## config.mk

```make
export PLATFORM = sky130hd
export DESIGN_NAME = game_timer_counter
export DESIGN_NICKNAME = d
export VERILOG_FILES = /design/src/rtl/game_timer_pkg.sv /design/src/rtl/game_timer_counter_bcd_digit_cell.sv /design/src/rtl/game_timer_counter.sv
export SDC_FILE = /design/constraint.sdc
export NUM_CORES = 1
export LEC_CHECK = 0
export ABC_AREA = 1
export BUFFER_PORTS_ARGS = -buffer_cell sky130_fd_sc_hd__buf_4
export CORE_MARGIN = 2
export CORE_UTILIZATION = 50
export DETAILED_ROUTE_END_ITERATION = 8
export PLACE_DENSITY_LB_ADDON = 0.25
export SETUP_SLACK_MARGIN = 0.4
export SLEW_MARGIN = 20
export SYNTH_ARGS = -nofsm -noshare
export SYNTH_HDL_FRONTEND = slang
export SYNTH_SLANG_ARGS = --single-unit
```

## constraint.sdc

```tcl
create_clock -name clk_1H -period 2.31 [get_ports clk_1H]
set_clock_uncertainty 0.2 [all_clocks]
set_input_delay 0.3465 -clock clk_1H [delete_from_list [all_inputs] [get_ports clk_1H]]
set_output_delay 0.3465 -clock clk_1H [all_outputs]
set_load 0.1 [all_outputs]
```

## src/rtl/game_timer_pkg.sv

```systemverilog
// game_timer_pkg: shared run-state encoding and BCD digit constants for the game timer
package game_timer_pkg;
  typedef enum logic [1:0] {
    IDLE    = 2'b00,
    RUN     = 2'b01,
    PAUSED  = 2'b10,
    EXPIRED = 2'b11
  } state_e;
  localparam int DIGIT_W = 4;
  localparam logic [DIGIT_W-1:0] BCD_MAX = 4'd9;
endpackage

```

## src/rtl/game_timer_counter_bcd_digit_cell.sv

```systemverilog
// bcd_digit_cell: one BCD digit bounded by MAX with saturating preset and carry/borrow out
module bcd_digit_cell
  import game_timer_pkg::*;
#(
  parameter logic [DIGIT_W-1:0] MAX = BCD_MAX
) (
  input  logic               clk_1H,
  input  logic               reset,
  input  logic               clr,
  input  logic               ld,
  input  logic [DIGIT_W-1:0] ld_val,
  input  logic               en,
  input  logic               dir,
  output logic [DIGIT_W-1:0] q,
  output logic [DIGIT_W-1:0] nx,
  output logic               co,
  output logic               is_max,
  output logic               is_zero
);
  logic [DIGIT_W-1:0] q_q, q_d, step, ld_sat;
  always_comb begin
    is_max  = q_q == MAX;
    is_zero = q_q == '0;
    ld_sat  = ld_val > MAX ? MAX : ld_val;
    step    = dir ? (is_zero ? MAX : q_q - 4'd1) : (is_max ? '0 : q_q + 4'd1);
    q_d     = clr ? '0 : ld ? ld_sat : en ? step : q_q;
    co      = en & (dir ? is_zero : is_max);
  end
  always_ff @(posedge clk_1H or posedge reset) begin
    if (reset) q_q <= '0;
    else q_q <= q_d;
  end
  assign q  = q_q;
  assign nx = q_d;
endmodule

```

## src/rtl/game_timer_counter.sv

```systemverilog
// game_timer_counter: multi-digit BCD up/down timer with run-state FSM; GAME_TIMER_BLINK_EN adds an expiry blink
module game_timer_counter
  import game_timer_pkg::*;
#(
  parameter int DIGITS  = 2,
  parameter int MSD_MAX = 5
) (
  input  logic                    clk_1H,
  input  logic                    reset,
  input  logic                    start,
  input  logic                    pause,
  input  logic                    clear,
  input  logic                    load,
  input  logic [DIGIT_W*DIGITS-1:0] load_value,
  input  logic                    dir,
  output logic [DIGIT_W*DIGITS-1:0] count_out,
  output logic                    running,
  output logic                    expired,
  output logic                    blink
);
  localparam int W = DIGIT_W * DIGITS;
  state_e state_q, state_d;
  logic [DIGITS:0] en;
  logic [DIGITS-1:0] co, is_max, is_zero;
  logic [W-1:0] nx, max_val;
  logic at_lim, nx_lim;
  // counting is blocked at the limit so the count never wraps
  assign at_lim = dir ? &is_zero : &is_max;
  assign en[0]  = ~clear & ~load & (state_q == RUN) & ~pause & ~at_lim;
  assign nx_lim = (dir ? nx == '0 : nx == max_val) | en[DIGITS];
  for (genvar i = 0; i < DIGITS; i++) begin : g_dig
    localparam logic [DIGIT_W-1:0] DMAX = (i == DIGITS - 1) ? DIGIT_W'(MSD_MAX) : BCD_MAX;
    assign max_val[DIGIT_W*i +: DIGIT_W] = DMAX;
    bcd_digit_cell #(.MAX(DMAX)) u_cell (
      .clk_1H  (clk_1H),
      .reset   (reset),
      .clr     (clear),
      .ld      (load),
      .ld_val  (load_value[DIGIT_W*i +: DIGIT_W]),
      .en      (en[i]),
      .dir     (dir),
      .q       (count_out[DIGIT_W*i +: DIGIT_W]),
      .nx      (nx[DIGIT_W*i +: DIGIT_W]),
      .co      (co[i]),
      .is_max  (is_max[i]),
      .is_zero (is_zero[i])
    );
    assign en[i+1] = co[i];
  end
  always_ff @(posedge clk_1H or posedge reset) begin
    if (reset) state_q <= IDLE;
    else state_q <= state_d;
  end
  always_comb begin
    unique case (state_q)
      IDLE:    state_d = start ? RUN : IDLE;
      RUN:     state_d = pause ? PAUSED : nx_lim ? EXPIRED : RUN;
      PAUSED:  state_d = start ? RUN : PAUSED;
      default: state_d = EXPIRED;
    endcase
    if (clear | load) state_d = IDLE;
  end
`ifdef GAME_TIMER_BLINK_EN
  logic blink_q, blink_d;
  always_ff @(posedge clk_1H or posedge reset) begin
    if (reset) blink_q <= 1'b0;
    else blink_q <= blink_d;
  end
`endif
  always_comb begin
    running = state_q == RUN;
    expired = state_q == EXPIRED;
`ifdef GAME_TIMER_BLINK_EN
    blink_d = (state_d == EXPIRED) ? ((state_q == EXPIRED) ? ~blink_q : 1'b1) : 1'b0;
    blink   = blink_q;
`else
    blink   = 1'b0;
`endif
  end
endmodule

```

==> results of run 1 <==
==> per-layer routing <==
metal	wire [um]	up-vias	global-route usage, %
li1	-	666	-
met1	1490	625	31.4
met2	1760	44	42.8
met3	142	7	2.30
met4	55	0	13.6
met5	0	-	0
==> metrics by stage <==
stage / utilization, % / setup WS (ns) / hold slack (ns) / instance area, sq um
final: 77.5 / -0.00455 / 0.164 / 1700
after global routing: 77.5 / -0.198 / 0.177 / 1700
after CTS: 72.4 / 0.0613 / 0.159 / 1590
after detailed placement: 65.4 / -0.0266 / 0.153 / 1430
after global placement: 65.4 / 0.0230 / 0.148 / 1430
after floorplan: - / 0.0254 / -0.0135 / 1230
==> flip-flops by register name, indices dropped and copies added (netlist names) <==
register / count
g_dig.u_cell.q: 8
state_q: 2
==> cell usage in the layout, fill, tap and decap left out, drive strengths merged <==
cell type    Yosys  layout
o21ai           10      10
clkbuf           0       4
buf              2      39
inv             34      34
nand2           56      56
nor2            24      24
xnor2            1       1
conb             1       1
nand3           28      28
xor2             2       2
ha               6       6
a31oi            1       1
o211ai           1       1
o31ai            1       1
a21oi            7       7
dfrtp           10      10
clkinv           3       3
dlygate4sd3      0       1
==> cell families after synthesis <==
kind of cell	Yosys count	synth area share, %
and+or+nand+nor	108	45.2
adders and majority gates	6	6.55
xor gates and xnor gates	3	2.29
AOI/OAI and AO/OA	20	9.61
other	1	0.327
DFF	10	21.8
buffers and inverters	39	14.2
==> worst min-delay path: stages <==
cell and delay, ns:
buf_4 0.11, nand2_1 0.08, a21oi_1 0.07
==> power breakdown <==
group	switching [mW]	internal (mW)	total, mW	leakage, nW
Sequential	0.0218	0.189	0.211	0.120
Clock	0.0672	0.0960	0.163	0.0210
Combinational	0.226	0.124	0.350	0.750
==> final timing paths <==
| path | startpoint | end | slack (ns) | cells after the start |
|---|---|---|---|---|
| max in group asynchronous | reset | g_dig[1].u_cell.q[0] | 1.18 | 3 |
| worst max-delay path | g_dig[0].u_cell.q[0] | state_q[1] | -0.005 | 14 |
| worst max register to register | g_dig[0].u_cell.q[0] | state_q[1] | -0.005 | 14 |
| min in group asynchronous | reset | state_q[1] | 0.42 | 3 |
| worst min-delay path | start | state_q[0] | 0.16 | 3 |
| worst min register to register | state_q[0] | state_q[1] | 0.39 | 2 |
==> synth_stat cells (all sizes together), types with 2 or more instances <==
cell type / instances / area, sq um
dfrtp: 10 / 250
nor2: 24 / 120
a21oi: 7 / 38.8
ha: 6 / 75.1
clkinv: 3 / 13.8
nand2: 56 / 233
buf: 2 / 18.8
nand3: 28 / 165
inv: 34 / 130
o21ai: 10 / 50.1
xor2: 2 / 17.5
==> repair_timing <==
item,in CTS,in global routing
setup buffers,9,5
pin swaps,10,22
gates resized for setup,12,19
endpoints found under the hold margin,10,0
setup endpoints to repair,1,9
hold buffers,1,0
==> final cells by class <==
| cell class | instances | area share (%) |
|---|---|---|
| inverters | 37 | 9.58 |
| flip-flops and latches | 10 | 15.9 |
| multi-input cells | 138 | 52.5 |
| repair buffers | 40 | 17.8 |
| well taps | 28 | 2.06 |
| clock buffers | 4 | 2.14 |
==> out/summary.md, run 1 <==
Floorplan
* Die Span X: 51.9 um
* vertical die dimension: 51.9 um
* Std-Cell Core Area: 0.00219 sq mm
* full die area: 0.00269 sq mm
* effective utilization at floorplan: 52.3%
* Top Ports: 26
* number of rows created at floorplan: 17

CTS
* later-pin clock latency in the skew report: 0.28 ns
* clock tree from TritonCTS: done
* maximum number of buffers from clock root to sink: 2
* number of clock buffers inserted by TritonCTS: 3
* # clock sinks: 10
* Reg clk slew, reported paths: 0.07 ns
* clock tree root driver cell: clkbuf_4
* maximum level of the CTS H-tree: 1

Critical path
* crit-path max FO: 4
* element type at the critical path start: register
* critical path class: register to register
* data arrival at the endpoint of the critical path: 2.33 ns
* Worst path top cell family by delay: simple AND/OR/NAND/NOR gates
* Critical Path End Type: register
* biggest cell delay along the critical path: 0.52 ns
* critical path buffer and inverter count: 1
* cells traversed along the worst timing path: buf_4, ha_1, xor2_1, nand3_1, o21ai_0, nand2_1, nand3_2, nand2_2, nand2_1, nor2_4, nand3_1, nand3_1, nand2_1, a21oi_2
* Worst path slowest cell: dfrtp_4
* required time reported for the critical path endpoint: 2.32 ns

GRT
* vias in the first global route: 1,198
* antenna violations before repair: 0
* maximum number of pins on one net before global-route repair: 11
* GRT overflow: 0
* total track usage: 25.3%
* first-pass GRT wire length: 5.04 mm

Synth
* Synthesized Nets: 208
* Cell Area, Synth: 0.00115 sq mm
* leading register cell type out of synthesis: dfrtp_1
* Post-Synthesis Mean Instance Area: 6.13 sq um
* proportion of synthesized chip area in sequential cells: 21.8%
* synthesized instance count: 187
* number of enable-type register cells in the synthesized netlist: 0
* register bit total from synthesis: 10
* total of warnings raised by yosys: 0
* Unique masters post-synth: 25
* proportion of synthesized flip-flops having asynchronous set or reset: 100%

Timing
* final worst setup slack: -0.00455 ns
* post-layout min period: 2.31 ns
* final critical-path share of the clock period: 100%
* Sum Neg Setup Slack: -0.00455 ns
* number of endpoints with negative hold slack in the final report: 0
* Highest Clock Rate: 432 MHz
* final setup fails: 1
* count of final max-slew check failures: 0
* RSZ-0062 raised after global routing: true

Layout
* multi-input logic area: 891 sq um
* count of placed standard cells in the final layout, fillers left out: 257
* Antenna Cells: 0
* fraction of final layout cells sized beyond drive strength 1: 47.6%
* NumNets Final: 251
* FF+latch area: 270 sq um
* filler cell count in the final layout: 165
* Synth-to-Final Area Change: 48.1%

Placement
* IO buf count: 24
* placed cell count: 238
* RD Place Congestion: 0.855
* hpwl dp: 2.30 mm

Detailed routing
* number of optimization iterations in the first detailed-route pass: 4
* residual antenna-violating net count after detailed routing: 0
* wire length reported by the detailed router: 3.45 mm
* number of vias per cell: 5.22
* Iteration-0 DRC Markers: 50
* Wirelength per Cell: 13.4 um
* post-route DRC violation count: 0
* total via count after detailed routing: 1,342

Power and ir drop
* Leak Pwr: 0.891 nW
* total power of the final layout: 724 uW
* cell area power density: 426 mW/mm^2
* VDD IR-drop max: 419 uV

Status
* violations in the final reports: setup timing
* status: finished with violations

Hold path
* hold crit path type: input pin to register

Run
* count of maximum capacitance violations: 0

Note: power is estimated with default switching activity, not from simulation.
==> run 2, diff against run 1 <==
--- a/config.mk
+++ b/config.mk
@@ -9,4 +9,6 @@
 export BUFFER_PORTS_ARGS = -buffer_cell sky130_fd_sc_hd__buf_4
+export CAP_MARGIN = 10
 export CORE_MARGIN = 2
 export CORE_UTILIZATION = 50
+export CTS_CLUSTER_DIAMETER = 80
 export DETAILED_ROUTE_END_ITERATION = 8
==> constraint.sdc (replaced) <==
create_clock -name clk_1H -period 2.31 [get_ports clk_1H]
set_clock_uncertainty 0.2 [all_clocks]
set_input_delay 0.462 -clock clk_1H [delete_from_list [all_inputs] [get_ports clk_1H]]
set_output_delay 0.462 -clock clk_1H [all_outputs]
set_load 0.1 [all_outputs]
==> run 2 against run 1 <==
  * The flow still finishes with violations (setup timing)
  * Non-clock buffer count is 2 higher
  * Power is 2.0% higher
  * Largest power group unchanged
  * Largest cell class unchanged
  * Sequential cell count did not move
==> out/summary.md, run 2 (synthesized netlist as in run 1, its figures left out) <==
Status
* status: finished with violations
* violations in the final reports: setup timing

Layout
* Largest register FFs: 8, unchanged
* Synth-to-Final Area Change: 52.2%
* most common library cell in the layout ignoring fill and taps: buf_4
* FF+latch area: 270 sq um, unchanged
* Antenna Cells: 0, unchanged
* fraction of final layout cells sized beyond drive strength 1: 51.1%, +3.5 points
* fin area: 0.00174 sq mm, +2.7%
* NumNets Final: 253, +0.80%
* filler cell count in the final layout: 151, -8.5%
* multi-input logic area: 918 sq um, +3.1%
* leading cell types in the layout, fill and taps excluded: buf_4 (39), nand2_1 (34), inv_1 (21), nand2_2 (18), nand3_1 (16)

Detailed routing
* number of vias per cell: 5.24, +0.26%
* residual antenna-violating net count after detailed routing: 0, unchanged
* Iteration-0 DRC Markers: 47, -6.0%
* number of optimization iterations in the first detailed-route pass: 4, unchanged
* wire length reported by the detailed router: 3.54 mm, +2.7%
* post-route DRC violation count: 0, unchanged
* total via count after detailed routing: 1,356, +1.0%
* Wirelength per Cell: 13.7 um, +1.9%

Floorplan
* number of rows created at floorplan: 17, unchanged
* full die area: 0.00269 sq mm, unchanged
* vertical die dimension: 51.9 um, unchanged
* Std-Cell Core Area: 0.00219 sq mm, unchanged
* Top Ports: 26, unchanged
* effective utilization at floorplan: 52.3%, unchanged
* Die Span X: 51.9 um, unchanged

GRT
* maximum number of pins on one net before global-route repair: 11, unchanged
* layer with the highest usage: met2
* first-pass GRT wire length: 5.08 mm, +0.81%
* vias in the first global route: 1,201, +0.25%
* met1 Resource Use GR: 32.0%, +0.59 points
* total track usage: 24.5%, -0.79 points
* GRT met2 Usage: 43.9%, +1.1 points
* antenna violations before repair: 0, unchanged
* global routing usage on met3: 1.72%, -0.57 points
* GRT overflow: 0, unchanged

Power and ir drop
* cell internal power dissipation: 414 uW, +1.3%
* switching power share of the total: 43.9%, +0.36 points
* Leak Pwr: 0.914 nW, +2.5%
* power spent charging and discharging nets: 324 uW, +2.8%
* clock network fraction of total power: 22.6%, about the same
* cell area power density: 423 mW/mm^2, -0.72%
* share of power burned in registers: 28.5%, -0.6 points
* Gate power share: 48.9%, +0.6 points
* total power of the final layout: 738 uW, +2.0%
* VDD IR-drop max: 401 uV, -4.4%

Critical path
* cell type with the highest occurrence count on the critical path: nand2_1
* Worst path slowest cell: dfrtp_4
* critical path buffer and inverter count: 2, +1
* cells traversed along the worst timing path: inv_4, ha_4, nand3_4, nand2_4, nand2_1, inv_2, nand3_4, nand2_2, nand3_2, nand2_2, nand2_1, nor2_1, nand3_1, nand3_1, nand2_1, a21oi_2
* data arrival at the endpoint of the critical path: 2.33 ns, about the same
* Worst path top cell family by delay: simple AND/OR/NAND/NOR gates
* element type at the critical path start: register
* critical path class: register to register
* biggest cell delay along the critical path: 0.52 ns, about the same
* required time reported for the critical path endpoint: 2.32 ns, about the same
* crit-path max FO: 5, +1
* Critical Path End Type: register

Hold path
* hold crit path type: input pin to register

Timing
* worst hold slack: 0.269 ns, +0.106 ns
* number of endpoints with negative hold slack in the final report: 0, unchanged
* RSZ-0062 raised after global routing: true
* Highest Clock Rate: 432 MHz, about the same
* count of final max-slew check failures: 0, unchanged
* final critical-path share of the clock period: 100%, about the same
* Sum Neg Setup Slack: -0.00260 ns, +0.00195 ns
* post-layout min period: 2.31 ns, -0.00195 ns
* final setup fails: 1, unchanged
* final worst setup slack: -0.00260 ns, +0.00195 ns

Placement
* RD Place Congestion: 0.844, -1.3%
* hpwl dp: 2.28 mm, -0.86%
* IO buf count: 24, unchanged
* placement-stage worst setup slack: -0.00856 ns, +0.0180 ns
* Post-Place Cell Area: 0.00144 sq mm, +0.52%

CTS
* later-pin clock latency in the skew report: 0.28 ns, about the same
* clock tree from TritonCTS: done
* maximum level of the CTS H-tree: 1, unchanged
* # clock sinks: 10, unchanged
* clock tree root driver cell: clkbuf_4
* number of clock buffers inserted by TritonCTS: 3, unchanged
* Reg clk slew, reported paths: 0.08 ns, about the same
* maximum number of buffers from clock root to sink: 2, unchanged

Run
* count of maximum capacitance violations: 0, unchanged

run 2: power by group through the flow:
stage	clock, mW	sequential [mW]	combinational [mW]
2_1_floorplan	0	0.274	0.150
3_3_place_gp	0	0.214	0.272
3_5_place_dp	0	0.215	0.277
4_1_cts	0.162	0.208	0.306
5_1_grt	0.167	0.212	0.388
6_report	0.167	0.210	0.361
run 2: final timing paths:
kind / start / to / slack (ns) / cells past startpoint
worst max-delay path: g_dig[0].u_cell.q[0] / state_q[1] / -0.003 / 16
worst min-delay path: start / state_q[1] / 0.27 / 4
worst max register to register: g_dig[0].u_cell.q[0] / state_q[1] / -0.003 / 16
worst min register to register: state_q[1] / state_q[1] / 0.37 / 2
max in group asynchronous: reset / g_dig[1].u_cell.q[0] / 1.08 / 3
min in group asynchronous: reset / state_q[0] / 0.52 / 3
run 2: timing repair:
action,CTS,global route
cloned,0,0
resized for setup,9,33
hold buffers,1,0
endpoints found under the setup margin,1,8
pin swaps,14,28
setup buffers,7,8
endpoints found under the hold margin,10,0
run 2: tightest hold or removal path, delay by kind of cell:
family | cells | cell delay (ns)
and+or+nand+nor | 2 | 0.13
buffers and inverters | 1 | 0.07
AOI/OAI and AO/OA | 1 | 0.04
run 2: metal layers:
layer / up-vias / wire [um]
li1: 666 / -
met1: 631 / 1460
met2: 56 / 1880
met3: 3 / 178
met4: 0 / 19
met5: - / 0
run 2: layout make-up:
cell class                      instances  share of cell area (%)
Multi-Input combinational cell        138                    52.7
Timing Repair Buffer                   42                    18.7
Sequential cell                        10                    15.5
Inverter                               37                    9.11
Clock buffer                            4                    2.08
Tap cell                               28                    2.01
run 2: stage by stage:
step           utilization [%]  std cells
6_report                  79.6        259
5_1_grt                   79.6        259
4_1_cts                   71.9        251
3_5_place_dp              65.8        239
3_3_place_gp              65.8        239
2_1_floorplan                -        187
